--- src/rtl/grf_wb.sv ---
// General register file for the single-cycle MIPS datapath: two async read ports, one write port, saturating write counter.
// Optional macro GRF_BYPASS_EN: same-cycle write-through from the write port to matching read ports.
module grf_wb #(
  parameter int DATA_W = 32,
  parameter int ADDR_W = 5,
  parameter int CNT_W  = 32
) (
  input  logic              clk,
  input  logic              reset,
  input  logic              WE,
  input  logic [ADDR_W-1:0] RegAddr_W,
  input  logic [DATA_W-1:0] RegData_W,
  input  logic [ADDR_W-1:0] RegAddr_R1,
  input  logic [ADDR_W-1:0] RegAddr_R2,
  output logic [DATA_W-1:0] RegOut1,
  output logic [DATA_W-1:0] RegOut2,
  output logic [CNT_W-1:0]  WriteCount
);

  localparam int NREG = 2 ** ADDR_W;

  // Register 0 has no storage; it is hardwired to zero on the read side.
  logic [DATA_W-1:0] regs [1:NREG-1];
  logic [CNT_W-1:0]  count;
  logic              wr_eff;

  assign wr_eff = WE && (RegAddr_W != '0);

  always_ff @(posedge clk or negedge reset) begin
    if (!reset) begin
      for (int i = 1; i < NREG; i++) begin
        regs[i] <= '0;
      end
    end else if (wr_eff) begin
      regs[RegAddr_W] <= RegData_W;
    end
  end

  always_ff @(posedge clk or negedge reset) begin
    if (!reset) begin
      count <= '0;
    end else if (wr_eff && (count != '1)) begin
      count <= count + CNT_W'(1);
    end
  end

  assign WriteCount = count;

  always_comb begin
    RegOut1 = '0;
    RegOut2 = '0;
    if (RegAddr_R1 != '0) RegOut1 = regs[RegAddr_R1];
    if (RegAddr_R2 != '0) RegOut2 = regs[RegAddr_R2];
`ifdef GRF_BYPASS_EN
    // Write-through is gated by reset so reads stay zero while reset is held.
    if (reset && wr_eff && (RegAddr_R1 == RegAddr_W)) RegOut1 = RegData_W;
    if (reset && wr_eff && (RegAddr_R2 == RegAddr_W)) RegOut2 = RegData_W;
`endif
  end

endmodule

--- config.mk ---
export PLATFORM = sky130hd
export DESIGN_NAME = grf_wb
export DESIGN_NICKNAME = d
export VERILOG_FILES = /design/src/rtl/grf_wb.sv
export SDC_FILE = /design/constraint.sdc
export NUM_CORES = 2
export LEC_CHECK = 0
export CAP_MARGIN = 0
export CELL_PAD_IN_SITES_DETAIL_PLACEMENT = 0
export CELL_PAD_IN_SITES_GLOBAL_PLACEMENT = 1
export CORE_MARGIN = 3
export CORE_UTILIZATION = 57
export CTS_CLUSTER_DIAMETER = 30
export CTS_CLUSTER_SIZE = 14
export DETAILED_ROUTE_END_ITERATION = 6
export GPL_TIMING_DRIVEN = 0
export PLACE_DENSITY_LB_ADDON = 0.1
export SLEW_MARGIN = 10
export SYNTH_ARGS = -nofsm -noshare
export SYNTH_HDL_FRONTEND = slang
export SYNTH_SLANG_ARGS = --single-unit
--- constraint.sdc ---
create_clock -name clk -period 4.3 [get_ports clk]
set_clock_uncertainty 0.15 [all_clocks]
set_input_delay 0.43 -clock clk [delete_from_list [all_inputs] [get_ports clk]]
set_output_delay 0.43 -clock clk [all_outputs]
set_load 0.02 [all_outputs]
==> flow_summary.json <==
{
  "tightest_slew_ns": 1.23,
  "die_x_um": 316,
  "synthFlopType": "dfrtp_1",
  "ys_seq_area_share_pct": 46.7,
  "failed_checks": "setup timing",
  "syn_area_per_cell_um2": 14.9,
  "grt_pass1_vias": 40600,
  "htree_levels": 4,
  "period_share_pct": 103,
  "io_buffer_count": 134,
  "crit_path_start_kind": "input pin",
  "dp_slack_ns": -0.783,
  "grt_antenna_before_repair": 7,
  "critPathKind": "in -> out",
  "swShare_pct": 27.1,
  "r2r-start": "WriteCount[0]",
  "drv_slew": 0,
  "ys.warnings.count": 0,
  "p_leak_uw": 0.0290,
  "max_stage_delay_ns": 0.90,
  "dieArea_mm2": 0.100,
  "min_period_ns": 4.44,
  "grt_max_degree": 174,
  "nets": 4098,
  "io_pins": 146,
  "max_clock_freq_ghz": 0.225,
  "slew_headroom_pct": 17.5,
  "power_density_mw_per_mm2": 573,
  "area_growth_pct": 20.8,
  "critPathLaunch": "RegAddr_R1[2]",
  "critPathRequiredTime_ns": 3.72,
  "slowest_stage": "buf_1",
  "synth-async-reset-ratio_pct": 100,
  "synth_edf_count": 0,
  "syn-cell-area_mm2": 0.0548,
  "p_comb_share_pct": 17.8,
  "final_common_cell": "mux2_2",
  "track_usage_pct": 39.8,
  "p_switching_uw": 10300,
  "drt_iter0_drc": 4369,
  "regToRegSetupSlack_ns": 2.09,
  "initial_core_util_pct": 57.6,
  "holdCritPathClass": "in -> async",
  "clock_latency_ns": 0.79,
  "placed_area_mm2": 0.0579,
  "routed_wl_um": 196000,
  "irDropWorstVdd_uv": 557,
  "final_area_mm2": 0.0662,
  "tns_ns": -1.25,
  "fillCellCount": 6331,
  "drcViolationCount": 0,
  "p_seq_share_pct": 34.2,
  "grt_first_pass_wirelength_um": 282000,
  "die_h_um": 316,
  "cts_root_buffer": "clkbuf_16",
  "cts_sinks": 1024,
  "end_kind": "output pin",
  "setup_slack_ns": -0.138,
  "cts_setup_buffers": 0,
  "fp.coreArea_mm2": 0.0952,
  "cts_made_buffers": 225,
  "grt.overflow.total": 0,
  "dr_total_vias": 38600,
  "rows": 113,
  "hpwl_um": 138000,
  "cts_tree": "built",
  "synthCells": 3679,
  "power.internal_uw": 27700,
  "critical_path_buf_inv_count": 4,
  "fin_cells": 5515,
  "syn_nets": 3730,
  "path_max_fanout": 10,
  "power.share.clock_pct": 47.9,
  "max_cap_viol_count": 0,
  "viasPerCell": 7.00,
  "crit_family": "buffers and inverters",
  "setup_viol_count_final": 25,
  "arrival_ns": 3.86,
  "antenna_left": 0,
  "synth.distinct_cells": 57,
  "timing.hold.ws_ns": 0.0814,
  "clkTransAtPathRegs_ns": 0.05,
  "crit_chain": "clkbuf_1 > buf_1 > buf_4 > mux2i_1 > nand2_1 > o31ai_1 > o21ai_1 > clkdlybuf4s50_1",
  "gp_congestion": 0.953,
  "dp_cells": 5084,
  "status": "finished with violations",
  "final_cell_mix": "mux2_2 (1031), dfrtp_1 (1024), mux4_2 (416), clkbuf_16 (226), mux2i_1 (192)",
  "ys_ff_latch": 1024,
  "wl_per_cell_um": 35.6,
  "clk_path_buf_depth": 3,
  "final_hold_viol_count": 0,
  "drive_gt1_share_pct": 50.0,
  "drtPass1Iterations": 6
}
[per-stage QoR]
step	total power, µW	util (%)
after floorplan	17100	-
after global placement	19200	60.7
after detailed placement	19600	60.9
after CTS	37800	69.5
after global routing	39000	69.6
final	37900	69.6
[synth_stat cells, types with 2 or more instances]
cell type     n  area (µm²)
dfrtp_1    1024       25600
and2_1        3        18.8
nor2b_1       3        18.8
buf_6        27         304
mux2i_1     192        1920
nand2b_1      4        25.0
a22o_1       64         561
nand4b_1      2        17.5
nand4_1       8        50.1
o21ai_1      61         305
nand3_1      19        95.1
and3_1        6        37.5
inv_1         4        15.0
nor2_1       89         334
mux2_1       27         304
nor3_1        5        25.0
nand2_1      61         229
a22oi_1      34         255
buf_4        52         390
o22ai_1      34         213
xnor2_1      18         158
and4_1        4        35.0
mux2_2     1031       11600
mux4_2      416        9370
a221oi_1     30         263
nand3b_1      5        37.5
clkbuf_1    170         638
a21o_1        2        15.0
nor3_2        2        20.0
buf_2       122         611
buf_1        16        60.1
o21ai_0       4        20.0
xor2_1       11        96.3
a21oi_1       4        20.0
o31ai_1      32         240
nand4_2       2        25.0
nor3b_1       6        45.0
a2111o_1     30         338
o221ai_1     30         263
nor2_2        8        50.1
[kinds of logic after synthesis]
group,after synthesis,synth area share (%)
multiplexers,1666,42.3
flip-flops,1024,46.7
buffers and inverters,393,3.70
AO/OA/AOI/OAI,331,4.68
AND/OR/NAND/NOR,235,2.08
XOR/XNOR,29,0.463
adder cells (fa/ha/maj),1,0.0228
[timing repair]
action / in CTS / in global routing
endpoints found under the setup margin: 64 / 33
hold endpoints to repair: 132 / 0
gates cloned: 0 / 0
hold buffers: 1 / 0
resized for setup: 56 / 35
[flip-flops by register name, indices dropped and copies added (netlist names)]
name        count
regs          992
WriteCount     32
[worst paths after layout]
| kind | endpoint | cells past startpoint |
|---|---|---|
| worst max register to register | WriteCount[1] | 5 |
| worst max-delay path | RegOut1[9] | 8 |
| worst min register to register | regs[562] | 1 |
| max in group asynchronous | regs[517] | 6 |
| worst min-delay path | regs[700] | 2 |
| min in group clk | WriteCount[23] | 4 |
[routing by layer]
layer | track usage, % | up-vias | routed length (µm)
met5 | 1.06 | - | 177
met4 | 20.8 | 6 | 10900
met3 | 13.2 | 564 | 21900
met2 | 60.3 | 2482 | 90500
met1 | 51.2 | 20500 | 72900
li1 | - | 15100 | -
[area by class of cell]
class,instances,area (µm²),area share (%)
clock buffer,296,6360,9.60
tap,1265,1580,2.39
buffer,389,2110,3.19
clock inverter,125,1740,2.63
antenna,9,22.5,0.0340
inverter,4,15.0,0.0227
timing repair buffer,141,1530,2.32
sequential,1024,25600,38.7
multi-input combinational,2262,27200,41.1
[power by group through the flow]
stage | Combinational [µW] | Sequential, µW | Clock (µW)
4_1_cts | 6660 | 12900 | 18200
5_1_grt | 7080 | 13200 | 18800
2_1_floorplan | 4560 | 12600 | 0
3_3_place_gp | 6360 | 12800 | 0
3_5_place_dp | 6600 | 13000 | 0
6_report | 6770 | 13000 | 18200
Note: power is estimated with default switching activity, not from simulation.
